`src/rtl/status_link_rx_pkg.sv`:
```
// status_link_pkg: shared types and constants for both ends of the status link. Rev 1.0
`default_nettype none

package status_link_pkg;

    localparam int MSG_W_DEF  = 4;
    localparam int SB_MIN_DEF = 3;

    localparam int ARMED_B = 3;
    localparam int ALARM_B = 2;
    localparam int S1_B    = 1;
    localparam int S2_B    = 0;

    typedef enum logic [1:0] {
        IDLE  = 2'd0,
        SHIFT = 2'd1,
        GAP   = 2'd2
    } state_e;

    // A sounding siren on a disarmed system can only come from a corrupted frame
    function automatic logic is_plausible(input logic armed, input logic alarm);
        return !(alarm && !armed);
    endfunction

endpackage

`default_nettype wire

```
`src/rtl/status_link_rx_if.sv`:
```
// status_link_if: serial status link pins plus the panel-side decoded outputs. Rev 1.0
`default_nettype none

interface status_link_if;
    logic STATUS_SEND;
    logic STATUS_OUT;
    logic ARMED;
    logic ALARM;
    logic SENSOR1;
    logic SENSOR2;
    logic FRAME_VALID;
    logic STATUS_CHANGED;
    logic FRAME_ERR;
    logic LINK_LOST;

    modport master (
        output STATUS_SEND, STATUS_OUT,
        input  ARMED, ALARM, SENSOR1, SENSOR2,
        input  FRAME_VALID, STATUS_CHANGED, FRAME_ERR, LINK_LOST
    );

    modport slave (
        input  STATUS_SEND, STATUS_OUT,
        output ARMED, ALARM, SENSOR1, SENSOR2,
        output FRAME_VALID, STATUS_CHANGED, FRAME_ERR, LINK_LOST
    );
endinterface

`default_nettype wire

```
`src/rtl/status_link_rx_watchdog.sv`:
```
// link_watchdog: saturating clock counter with clear; flags saturation. Rev 1.0
`default_nettype none

module link_watchdog #(
    parameter int MAX = 64
) (
    input  wire logic clk,
    input  wire logic rst,
    input  wire logic clr,
    output logic      sat
);

    localparam int W = $clog2(MAX + 1);

    logic [W-1:0] cnt_q;
    logic [W-1:0] cnt_d;

    always_comb begin
        cnt_d = cnt_q;
        if (clr) begin
            cnt_d = '0;
        end else if (cnt_q != W'(MAX)) begin
            cnt_d = cnt_q + W'(1);
        end
    end

    always_ff @(posedge clk or posedge rst) begin
        if (rst) begin
            cnt_q <= '0;
        end else begin
            cnt_q <= cnt_d;
        end
    end

    assign sat = (cnt_q == W'(MAX));

endmodule

`default_nettype wire

```
`src/rtl/status_link_rx.sv`:
```
// status_link_rx: remote-panel deserializer/validator for the alarm status link. Rev 1.0
// Define STATUS_LINK_WDOG_EN to add the link-loss watchdog with fail-safe buzzer.
`default_nettype none

module status_link_rx
    import status_link_pkg::*;
#(
    parameter int MSG_W        = MSG_W_DEF,
    parameter int SB_MIN       = SB_MIN_DEF,
    parameter int LOSS_TIMEOUT = 64
) (
    input  wire logic    SERCLK_OUT,
    input  wire logic    RESET_IN,
    status_link_if.slave link
);

    localparam int CW = $clog2(MSG_W + 1);
    localparam int GW = $clog2(SB_MIN + 1);

    state_e           state_q, state_d;
    logic [MSG_W-1:0] shift_q, shift_d;
    logic [CW-1:0]    bit_cnt_q, bit_cnt_d;
    logic [GW-1:0]    gap_cnt_q, gap_cnt_d;
    logic             done_q, done_d;
    logic [MSG_W-1:0] held_q, held_d;
    logic             valid_q, valid_d;
    logic             changed_q, changed_d;
    logic             err_q, err_d;
    logic             err_pend_q, err_pend_d;

    logic             last_bit;
    logic             abort;
    logic             gap_err;
    logic             plausible;
    logic             err_req;

    assign last_bit = (bit_cnt_q == CW'(MSG_W - 1));

    always_ff @(posedge SERCLK_OUT or posedge RESET_IN) begin
        if (RESET_IN) begin
            state_q    <= IDLE;
            shift_q    <= '0;
            bit_cnt_q  <= '0;
            gap_cnt_q  <= '0;
            done_q     <= 1'b0;
            held_q     <= '0;
            valid_q    <= 1'b0;
            changed_q  <= 1'b0;
            err_q      <= 1'b0;
            err_pend_q <= 1'b0;
        end else begin
            state_q    <= state_d;
            shift_q    <= shift_d;
            bit_cnt_q  <= bit_cnt_d;
            gap_cnt_q  <= gap_cnt_d;
            done_q     <= done_d;
            held_q     <= held_d;
            valid_q    <= valid_d;
            changed_q  <= changed_d;
            err_q      <= err_d;
            err_pend_q <= err_pend_d;
        end
    end

    always_comb begin
        state_d = state_q;
        case (state_q)
            IDLE: begin
                if (link.STATUS_SEND) state_d = SHIFT;
            end
            SHIFT: begin
                if (link.STATUS_SEND)  state_d = SHIFT;
                else if (last_bit)     state_d = GAP;
            end
            GAP: begin
                if (link.STATUS_SEND)                     state_d = SHIFT;
                else if (gap_cnt_q == GW'(SB_MIN - 1))    state_d = IDLE;
            end
            default: state_d = IDLE;
        endcase
    end

    always_comb begin
        shift_d   = shift_q;
        bit_cnt_d = bit_cnt_q;
        gap_cnt_d = gap_cnt_q;
        done_d    = 1'b0;
        abort     = 1'b0;
        gap_err   = 1'b0;
        case (state_q)
            IDLE: begin
                if (link.STATUS_SEND) bit_cnt_d = '0;
            end
            SHIFT: begin
                if (link.STATUS_SEND) begin
                    abort     = 1'b1;
                    bit_cnt_d = '0;
                end else begin
                    shift_d   = {shift_q[MSG_W-2:0], link.STATUS_OUT};
                    bit_cnt_d = bit_cnt_q + CW'(1);
                    if (last_bit) begin
                        done_d    = 1'b1;
                        gap_cnt_d = '0;
                    end
                end
            end
            GAP: begin
                if (link.STATUS_SEND) begin
                    gap_err   = 1'b1;
                    bit_cnt_d = '0;
                end else begin
                    gap_cnt_d = gap_cnt_q + GW'(1);
                end
            end
            default: ;
        endcase

        // The completed word is judged one clock after its last bit
        plausible = is_plausible(shift_q[ARMED_B], shift_q[ALARM_B]);
        valid_d   = done_q && plausible;
        held_d    = valid_d ? shift_q : held_q;
        changed_d = valid_d && (shift_q != held_q);

        // An early start landing on the acceptance clock is reported one clock later,
        // so FRAME_VALID and FRAME_ERR never overlap
        err_req    = abort || gap_err || (done_q && !plausible) || err_pend_q;
        err_d      = err_req && !valid_d;
        err_pend_d = err_req && valid_d;
    end

    assign link.ARMED          = held_q[ARMED_B];
    assign link.SENSOR1        = held_q[S1_B];
    assign link.SENSOR2        = held_q[S2_B];
    assign link.FRAME_VALID    = valid_q;
    assign link.STATUS_CHANGED = changed_q;
    assign link.FRAME_ERR      = err_q;

`ifdef STATUS_LINK_WDOG_EN
    logic link_lost;

    link_watchdog #(
        .MAX (LOSS_TIMEOUT)
    ) u_link_watchdog (
        .clk (SERCLK_OUT),
        .rst (RESET_IN),
        .clr (valid_d),
        .sat (link_lost)
    );

    assign link.LINK_LOST = link_lost;
    assign link.ALARM     = held_q[ALARM_B] | link_lost;
`else
    assign link.LINK_LOST = 1'b0;
    assign link.ALARM     = held_q[ALARM_B];
`endif

endmodule

`default_nettype wire

```
`src/flat_wrapper.sv`:
```
// flat-port wrapper written by rule: the top's interface ports become plain ports
module status_link_rx_flat import status_link_pkg::*;
#(
    parameter int MSG_W        = MSG_W_DEF,
    parameter int SB_MIN       = SB_MIN_DEF,
    parameter int LOSS_TIMEOUT = 64
)
  (SERCLK_OUT, RESET_IN, link_STATUS_SEND, link_STATUS_OUT, link_ARMED, link_ALARM, link_SENSOR1, link_SENSOR2, link_FRAME_VALID, link_STATUS_CHANGED, link_FRAME_ERR, link_LINK_LOST);
  status_link_if link_i ();
  input  wire logic SERCLK_OUT;
  input  wire logic RESET_IN;
  input wire logic [$bits(link_i.STATUS_SEND)-1:0] link_STATUS_SEND;
  input wire logic [$bits(link_i.STATUS_OUT)-1:0] link_STATUS_OUT;
  output wire logic [$bits(link_i.ARMED)-1:0] link_ARMED;
  output wire logic [$bits(link_i.ALARM)-1:0] link_ALARM;
  output wire logic [$bits(link_i.SENSOR1)-1:0] link_SENSOR1;
  output wire logic [$bits(link_i.SENSOR2)-1:0] link_SENSOR2;
  output wire logic [$bits(link_i.FRAME_VALID)-1:0] link_FRAME_VALID;
  output wire logic [$bits(link_i.STATUS_CHANGED)-1:0] link_STATUS_CHANGED;
  output wire logic [$bits(link_i.FRAME_ERR)-1:0] link_FRAME_ERR;
  output wire logic [$bits(link_i.LINK_LOST)-1:0] link_LINK_LOST;
  assign link_i.STATUS_SEND = link_STATUS_SEND;
  assign link_i.STATUS_OUT = link_STATUS_OUT;
  assign link_ARMED = link_i.ARMED;
  assign link_ALARM = link_i.ALARM;
  assign link_SENSOR1 = link_i.SENSOR1;
  assign link_SENSOR2 = link_i.SENSOR2;
  assign link_FRAME_VALID = link_i.FRAME_VALID;
  assign link_STATUS_CHANGED = link_i.STATUS_CHANGED;
  assign link_FRAME_ERR = link_i.FRAME_ERR;
  assign link_LINK_LOST = link_i.LINK_LOST;
  status_link_rx #(.MSG_W(MSG_W), .SB_MIN(SB_MIN), .LOSS_TIMEOUT(LOSS_TIMEOUT)) u_core (.SERCLK_OUT(SERCLK_OUT), .RESET_IN(RESET_IN), .link(link_i));
endmodule
```
`config.mk`:
```
export PLATFORM = sky130hd
export DESIGN_NAME = status_link_rx_flat
export DESIGN_NICKNAME = d
export VERILOG_FILES = /design/src/rtl/status_link_rx_pkg.sv /design/src/rtl/status_link_rx_if.sv /design/src/rtl/status_link_rx_watchdog.sv /design/src/rtl/status_link_rx.sv /design/src/flat_wrapper.sv
export SDC_FILE = /design/constraint.sdc
export NUM_CORES = 1
export LEC_CHECK = 0
export CAP_MARGIN = 20
export CORE_UTILIZATION = 45
export DETAILED_ROUTE_END_ITERATION = 6
export DONT_BUFFER_PORTS = 1
export GPL_TIMING_DRIVEN = 1
export PLACE_DENSITY_LB_ADDON = 0.3
export SYNTH_ARGS = -nofsm -noshare
export SYNTH_HDL_FRONTEND = slang
export SYNTH_SLANG_ARGS = --single-unit
```
`constraint.sdc`:
```
create_clock -name SERCLK_OUT -period 1.59 [get_ports SERCLK_OUT]
set_input_delay 0.318 -clock SERCLK_OUT [delete_from_list [all_inputs] [get_ports SERCLK_OUT]]
set_output_delay 0.318 -clock SERCLK_OUT [all_outputs]
set_load 0.01 [all_outputs]
```
==> results_dict.tcl, run 1 <==
set metrics [dict create \
    arrival_ns 1.64 \
    holdPathEnd "u_core.state_q[1]" \
    final_cell_mix "dfrtp_1, inv_1, nand2_1, a21oi_1, mux2_2" \
    die_h_um 47.24 \
    cts_buffers 3 \
    setup-violations-final 0 \
    grt_antenna_before_repair 0 \
    max_freq_ghz 0.6848 \
    p_switching_mw 0.5132 \
    vias_per_cell 5.111 \
    routed_wl_um 1366 \
    p_comb_share_pct 28.9 \
    r2r-start "u_core.bit_cnt_q[0]" \
    critPathMaxStageDelay_ns 0.47 \
    yosys.area.top_type "dfrtp_1" \
    wl_per_cell_um 12.65 \
    synth_area_leaders "dfrtp_1, mux2_2, ha_1" \
    syn_area_um2 920.9 \
    diodes 0 \
    first_pass_iters 4 \
    ant_nets 0 \
    maxSlewViolCount 0 \
    crit_chain "ha_1 -> ha_1 -> or3b_2 -> nand2_1 -> a221oi_1" \
    initial_core_util_pct 50.58 \
    power.internal_mw 1.058 \
    io_buffers 0 \
    min_path_cells 1 \
    cp_max_fo 4 \
    synth_top_area_share_pct 54.35 \
    drive_gt1_share_pct 22.89 \
    hpwl_um 947 \
    crit_family "simple AND/OR/NAND/NOR gates" \
    grt_overflow 0 \
    cts_sinks 20 \
    synth.distinct_cells 29 \
    synth-seq-cells 20 \
    slowest_stage "or3b_2" \
    final_common_cell "dfrtp_1" \
    die_x_um 47.24 \
    path_clk_slew_ns 0.11 \
    stdcell_area_um2 997.2 \
    power.static_leakage_nw 0.4578 \
    synth_cells 78 \
    grt_usage_pct 15.50 \
    grt_pass1_vias 526 \
    swShare_pct 32.65 \
    r2r_setup_slack_ns 0.13 \
    cts_tree "built" \
    cts_buffer_depth 2 \
    synth_edf_count 0 \
    critPathLaunchType "flip-flop" \
    grt_pass1_wl_um 2373 \
    clock_power_share_pct 18.4 \
    irDropWorstVdd_v 0.0009288 \
    synth_fp_nets 85 \
    ys.flop_type "dfrtp_1" \
    clock_latency_ns 0.30 \
    drc_errors 0 \
    cts_root_buf "clkbuf_4" \
    min_path_type "in -> reg" \
    synth_warnings 0 \
    hold_start "link_STATUS_SEND" \
    post_cts_buffers 0 \
    status "finished, final reports clean" \
    post-route-min-period_ns 1.460 \
    first_iter_violations 12 \
    cp_data_required_time_ns 1.77 \
    fin_skew_ns 0.005205 \
    yosysSeqAreaShare_pct 54.35 \
    pin_count 12 \
    htree_levels 1 \
    num_vias 552 \
    final.fill_count 157 \
    row_count 15 \
    maxCapViolations 0 \
    nets 91 \
    hold_viol_final 0 \
    tns_ns 0 \
    core_area_um2 1821 \
    placed_area_um2 950.9 \
    cp-end-kind "flip-flop" \
    ff2ff_path_depth 5 \
    period_share_pct 91.84 \
    grt_max_degree 21 \
    cts_resized 0 \
    cts_hold_buffers 1 \
    post-route-util_pct 54.78 \
    synth_area_per_cell_um2 11.81 \
    r2r_end "u_core.gap_cnt_q[0]" \
    die-area_um2 2231 \
    rsz0062_at_grt "false" \
    seqPwrFrac_pct 52.7 \
    worstSetupPathType "reg -> reg" \
    crit_buf_inv 0 \
    cpMostUsedCell "ha_1" \
    powerDensity_nw_per_um2 1576 \
    finalWeightedCongestion 0.7018 \
    syn2layout_area_growth_pct 8.288 \
    synthArstFlopShare_pct 100.0 \
]
## power groups by stage
stage,Combinational (mW),Sequential (mW),Clock [mW]
after floorplan,0.387,0.805,0
after global placement,0.438,0.831,0
after detailed placement,0.450,0.839,0
after CTS,0.456,0.828,0.302
after global routing,0.509,0.850,0.323
final,0.455,0.828,0.289
## routing by layer
| metal | share of wire, % | wire (um) | GRT usage (%) |
|---|---|---|---|
| met5 | 0 | 0 | 0 |
| met4 | 0.44 | 6 | 3.429 |
| met3 | 5.9 | 80 | 5.769 |
| met2 | 45 | 617 | 22.19 |
| met1 | 48 | 662 | 22.33 |
## cell type report
cell class              instances  area (um^2)  share of cell area (%)
inverters                       7        26.28                   2.635
multi-input cells              47        362.8                   36.39
clock buffers                   4        36.28                   3.639
flip-flops and latches         20        500.5                   50.19
repair buffers                  5        40.04                   4.015
well taps                      25        31.28                   3.137
## registers in the layout, indices dropped and copies added (netlist names)
| signal | cells |
|---|---|
| u_core.link.FRAME_VALID | 1 |
| u_core.bit_cnt_q | 3 |
| u_core.gap_cnt_q | 2 |
| u_core.held_q | 4 |
| u_core.link.STATUS_CHANGED | 1 |
| u_core.err_pend_q | 1 |
| u_core.link.FRAME_ERR | 1 |
| u_core.done_q | 1 |
| u_core.shift_q | 4 |
| u_core.state_q | 2 |
## cell usage after synthesis (2+ instances only)
library cell and count:
ha_1 3, mux2_2 6, buf_4 2, nand2_1 6, o21ai_0 2, inv_1 7
a22o_2 2, xnor2_1 4, dfrtp_1 20, a21oi_1 6, nor2_1 2
## through the flow
| stage | setup WS, ns | std cells | hold slack [ns] | total power [mW] |
|---|---|---|---|---|
| 6_report | 0.1297 | 108 | 0.06201 | 1.572 |
| 2_1_floorplan | 0.2228 | 78 | 0.2818 | 1.193 |
| 4_1_cts | 0.1262 | 108 | 0.05661 | 1.586 |
| 3_3_place_gp | 0.1883 | 103 | 0.2442 | 1.269 |
| 3_5_place_dp | 0.1472 | 103 | 0.2498 | 1.289 |
| 5_1_grt | 0.05051 | 108 | 0.04196 | 1.683 |
## worst reg2reg max path, stage by stage (launching register included)
cell,delay (ns)
dfrtp_1,0.38
ha_1,0.16
ha_1,0.20
or3b_2,0.47
nand2_1,0.08
a221oi_1,0.06
## worst max-delay path by stage
stage | startpoint | endpoint | slack (ns) | depth (start not counted)
global route | u_core.bit_cnt_q[0] | u_core.gap_cnt_q[0] | 0.05 | 5
global placement | u_core.bit_cnt_q[0] | u_core.gap_cnt_q[0] | 0.19 | 5
CTS | u_core.bit_cnt_q[0] | u_core.gap_cnt_q[0] | 0.13 | 5
detailed placement | u_core.bit_cnt_q[0] | u_core.gap_cnt_q[0] | 0.15 | 5
finish | u_core.bit_cnt_q[0] | u_core.gap_cnt_q[0] | 0.13 | 5
floorplan | u_core.bit_cnt_q[0] | u_core.gap_cnt_q[0] | 0.22 | 5
## logic make-up (layout without fill, tap and decap cells)
kind of cell	Yosys count	count (layout)	share of synthesized area, %
AOI/OAI and AO/OA	17	17	12.50
xor gates and xnor gates	5	5	4.755
adders and majority gates	3	3	4.077
buffers and inverters	11	16	6.249
DFF	20	20	54.35
muxes	6	6	7.336
other	1	1	0.4072
and+or+nand+nor	15	15	10.33
Note: power is estimated with default switching activity, not from simulation.
==> run 2: changes to the inputs <==
--- a/config.mk
+++ b/config.mk
@@ -10,6 +10,7 @@
 export DETAILED_ROUTE_END_ITERATION = 6
 export DONT_BUFFER_PORTS = 1
 export GPL_TIMING_DRIVEN = 1
+export MAX_ROUTING_LAYER = met4
 export PLACE_DENSITY_LB_ADDON = 0.3
 export SYNTH_ARGS = -nofsm -noshare
 export SYNTH_HDL_FRONTEND = slang
==> run 2 against run 1 <==
- sequential power barely moved
- setup slack improved by 0.0025 ns
- via count rose by 0.54%
- largest cell class unchanged
==> results_dict.tcl, run 2 (same netlist as run 1, synthesis figures left out) <==
set metrics [dict create \
    status "finished, final reports clean" \
    htree_levels 1 \
    initial_core_util_pct 50.58 \
    final_cells 108 \
    ant_nets 0 \
    grt_usage_pct 16.01 \
    io_buffers 0 \
    crit_family "simple AND/OR/NAND/NOR gates" \
    cts_buffer_depth 2 \
    row_count 15 \
    first_pass_iters 4 \
    cp_data_required_time_ns 1.77 \
    cp_max_fo 4 \
    cts_buffers 3 \
    first_iter_violations 11 \
    routed_wl_um 1365 \
    cp-end-kind "flip-flop" \
    die_h_um 47.24 \
    hold_viol_final 0 \
    pin_count 12 \
    post-route-min-period_ns 1.458 \
    holdPathEnd "u_core.state_q[1]" \
    maxSlewViolCount 0 \
    drc_errors 0 \
    grt_max_degree 21 \
    finalWeightedCongestion 0.7095 \
    cts_tree "built" \
    die_x_um 47.24 \
    place_inst 103 \
    critPathLaunchType "flip-flop" \
    seq_area_um2 500.5 \
    max_freq_ghz 0.6860 \
    grt_pass1_wl_um 2366 \
    maxCapViolations 0 \
    num_vias 555 \
    reg_top3 "u_core.held_q: 4 flops, u_core.shift_q: 4 flops, u_core.bit_cnt_q: 3 flops" \
    cpMostUsedCell "ha_1" \
    final.fill_count 157 \
    path_clk_slew_ns 0.11 \
    core_area_um2 1821 \
    syn2layout_area_growth_pct 8.288 \
    critPathMaxStageDelay_ns 0.47 \
    power.static_leakage_nw 0.4578 \
    slowest_stage "or3b_2" \
    cts_sinks 20 \
    r2r-start "u_core.bit_cnt_q[0]" \
    arrival_ns 1.64 \
    cts_root_buf "clkbuf_4" \
    multi_input_area_um2 362.8 \
    ff2ff_path_depth 5 \
    tns_ns 0 \
    period_share_pct 91.68 \
    grt_pass1_vias 523 \
    drive_gt1_share_pct 22.89 \
    crit_chain "ha_1 -> ha_1 -> or3b_2 -> nand2_1 -> a221oi_1" \
    r2r_setup_slack_ns 0.13 \
    diodes 0 \
    die-area_um2 2231 \
    rsz0062_at_grt "false" \
    min_path_type "in -> reg" \
    grt_antenna_before_repair 0 \
    final_cell_mix "dfrtp_1, inv_1, nand2_1, a21oi_1, mux2_2" \
    hold_start "link_STATUS_SEND" \
    min_path_cells 1 \
    fin_skew_ns 0.005506 \
    crit_buf_inv 0 \
    setup-violations-final 0 \
    irDropWorstVdd_v 0.0009252 \
    wl_per_cell_um 12.64 \
    clock_latency_ns 0.30 \
    final_common_cell "dfrtp_1" \
    worstSetupPathType "reg -> reg" \
    hpwl_um 947 \
    grt_overflow 0 \
    r2r_end "u_core.gap_cnt_q[0]" \
    powerDensity_nw_per_um2 1576 \
    nets 91 \
    vias_per_cell 5.139 \
]
## run 2: worst max-delay path by stage
stage	slack, ns	depth (start not counted)	start	to
3_3_place_gp	0.19	5	u_core.bit_cnt_q[0]	u_core.gap_cnt_q[0]
4_1_cts	0.13	5	u_core.bit_cnt_q[0]	u_core.gap_cnt_q[0]
2_1_floorplan	0.22	5	u_core.bit_cnt_q[0]	u_core.gap_cnt_q[0]
3_5_place_dp	0.15	5	u_core.bit_cnt_q[0]	u_core.gap_cnt_q[0]
6_report	0.13	5	u_core.bit_cnt_q[0]	u_core.gap_cnt_q[0]
5_1_grt	0.05	5	u_core.bit_cnt_q[0]	u_core.gap_cnt_q[0]
## run 2: what timing repair did
action / 4_1_cts / 5_1_grt
resized for setup: 0 / 0
hold buffers: 1 / 0
buffers inserted: 0 / 0
endpoints found under the hold margin: 20 / 0
## run 2: layer usage
metal | up-vias | GRT usage, % | part of all wire, %
met4 | 0 | 3.429 | 0
met5 | - | - | 0
met1 | 267 | 22.33 | 48
met3 | 0 | 5.769 | 5.9
met2 | 15 | 22.19 | 46
li1 | 273 | - | -
## run 2: area by class of cell
class	count	share of cell area [%]
flip-flops and latches	20	50.19
multi-input cells	47	36.39
repair buffers	5	4.015
clock buffers	4	3.639
well taps	25	3.137
inverters	7	2.635
## run 2: power breakdown
| part | internal [mW] | switching, mW |
|---|---|---|
| clock network | 0.140 | 0.149 |
| registers | 0.662 | 0.166 |
| logic | 0.257 | 0.198 |
## run 2: through the flow
stage / hold slack, ns / cell area, um^2 / util, % / total power [mW] / setup slack (ns)
after floorplan: 0.2818 / 920.9 / - / 1.193 / 0.2228
after global placement: 0.2442 / 950.9 / 52.23 / 1.269 / 0.1883
after detailed placement: 0.2498 / 950.9 / 52.23 / 1.289 / 0.1472
after CTS: 0.05661 / 997.2 / 54.78 / 1.586 / 0.1262
after global routing: 0.04196 / 997.2 / 54.78 / 1.683 / 0.05051
final: 0.06258 / 997.2 / 54.78 / 1.571 / 0.1323
==> run 3: changes to the inputs <==
--- a/config.mk
+++ b/config.mk
@@ -6,7 +6,8 @@
 export NUM_CORES = 1
 export LEC_CHECK = 0
 export CAP_MARGIN = 20
-export CORE_UTILIZATION = 45
+export CORE_UTILIZATION = 55
+export CTS_CLUSTER_DIAMETER = 40
 export DETAILED_ROUTE_END_ITERATION = 6
 export DONT_BUFFER_PORTS = 1
 export GPL_TIMING_DRIVEN = 1
==> run 3 against run 2 <==
- largest power group unchanged
- sequential power is essentially flat
- critical endpoint unchanged
- total power down 0.89%
- wire length fell by 1.4%
- die area down 17%
- critical path depth did not move
- design area down 1.9%
==> results_dict.tcl, run 3 (same netlist as run 1, synthesis figures left out) <==
set metrics [dict create \
    grt_usage_pct 18.06 \
    multi_input_area_um2 362.8 \
    whs_ns 0.06908 \
    worstSetupPathType "reg -> reg" \
    total_power_mw 1.557 \
    final_common_cell "dfrtp_1" \
    cp_max_fo 4 \
    rsz0062_at_grt "false" \
    die-area_um2 1842 \
    htree_levels 1 \
    finalWeightedCongestion 0.7368 \
    setup_slack_ns 0.1167 \
    grt_antenna_before_repair 0 \
    arrival_ns 1.65 \
    core_area_um2 1541 \
    first_iter_violations 13 \
    pin_count 12 \
    grt_pass1_vias 510 \
    drive_gt1_share_pct 21.95 \
    cts_tree "built" \
    num_vias 537 \
    r2r_setup_slack_ns 0.12 \
    wl_per_cell_um 13.73 \
    max_freq_ghz 0.6787 \
    crit_buf_inv 0 \
    first_pass_iters 4 \
    place_inst 93 \
    final.fill_count 133 \
    grt_max_degree 21 \
    fin_skew_ns 0.004634 \
    ant_nets 0 \
    syn2layout_area_growth_pct 6.250 \
    grt_pass1_wl_um 2263 \
    maxCapViolations 0 \
    post-route-min-period_ns 1.473 \
    grt_overflow 0 \
    cp_data_required_time_ns 1.77 \
    initial_core_util_pct 59.74 \
    cp-end-kind "flip-flop" \
    diodes 0 \
    hpwl_um 968.6 \
    status "finished, final reports clean" \
    final_cells 98 \
    setup-violations-final 0 \
    post_cts_buffers 0 \
    cts_buffer_depth 2 \
    final_cell_mix "dfrtp_1, inv_1, nand2_1, a21oi_1, mux2_2" \
    clock_latency_ns 0.29 \
    cpMostUsedCell "ha_1" \
    cts_hold_buffers 1 \
    crit_chain "ha_1 -> ha_1 -> or3b_2 -> nand2_1 -> a221oi_1" \
    slowest_stage "or3b_2" \
    io_buffers 0 \
    maxSlewViolCount 0 \
    row_count 14 \
    powerDensity_nw_per_um2 1592 \
    hold_viol_final 0 \
    critPathMaxStageDelay_ns 0.47 \
    period_share_pct 92.66 \
    tns_ns 0 \
    routed_wl_um 1346 \
    post-place-ws_ns 0.1232 \
    cts_buffers 3 \
    min_path_type "in -> reg" \
    power.static_leakage_nw 0.4523 \
    die_h_um 42.92 \
    path_clk_slew_ns 0.11 \
    vias_per_cell 5.480 \
    cts_resized 0 \
    critPathLaunchType "flip-flop" \
    nets 90 \
    cts_root_buf "clkbuf_4" \
    drc_errors 0 \
    cts_sinks 20 \
    crit_family "simple AND/OR/NAND/NOR gates" \
    seq_area_um2 500.5 \
    irDropWorstVdd_v 0.0009206 \
    die_x_um 42.92 \
    reg_top3 "u_core.held_q: 4 flops, u_core.shift_q: 4 flops, u_core.bit_cnt_q: 3 flops" \
]
-- run 3: cell count changes in the layout (fill, tap and decap cells not counted) --
cell,change
buf_4,-1
-- run 3: per-layer routing --
layer	vias up	GRT usage [%]	wire (um)
li1	271	-	-
met1	250	21.13	632
met2	16	26.67	635
met3	0	8.511	78
met4	0	7.500	0
met5	-	-	0
-- run 3: layout make-up --
cell class / count / share of cell area [%]
Clock buffer: 4 / 3.708
Inverter: 7 / 2.685
Multi-Input combinational cell: 47 / 37.08
Sequential cell: 20 / 51.15
Tap cell: 16 / 2.046
Timing Repair Buffer: 4 / 3.325
-- run 3: path summary, 6_finish.rpt --
kind                                           from                    endpoint  cells after the start
min in group asynchronous                  RESET_IN  u_core.link.STATUS_CHANGED                      3
worst max-delay path            u_core.bit_cnt_q[0]         u_core.gap_cnt_q[0]                      5
worst min register to register  u_core.bit_cnt_q[1]         u_core.bit_cnt_q[1]                      1
worst max register to register  u_core.bit_cnt_q[0]         u_core.gap_cnt_q[0]                      5
max in group asynchronous                  RESET_IN         u_core.bit_cnt_q[0]                      3
worst min-delay path               link_STATUS_SEND           u_core.state_q[1]                      1
-- run 3: through the flow --
| stage | utilization (%) | area (um^2) |
|---|---|---|
| finish | 63.47 | 978.4 |
| global route | 63.47 | 978.4 |
| CTS | 63.47 | 978.4 |
| detailed placement | 60.47 | 932.1 |
| global placement | 60.47 | 932.1 |
| floorplan | - | 920.9 |
-- run 3: report_power, final --
part	leakage, nW	total [mW]	switching [mW]	internal, mW
sequential	0.257	0.826	0.164	0.662
combinational	0.174	0.449	0.193	0.256
clock	0.0210	0.282	0.143	0.140
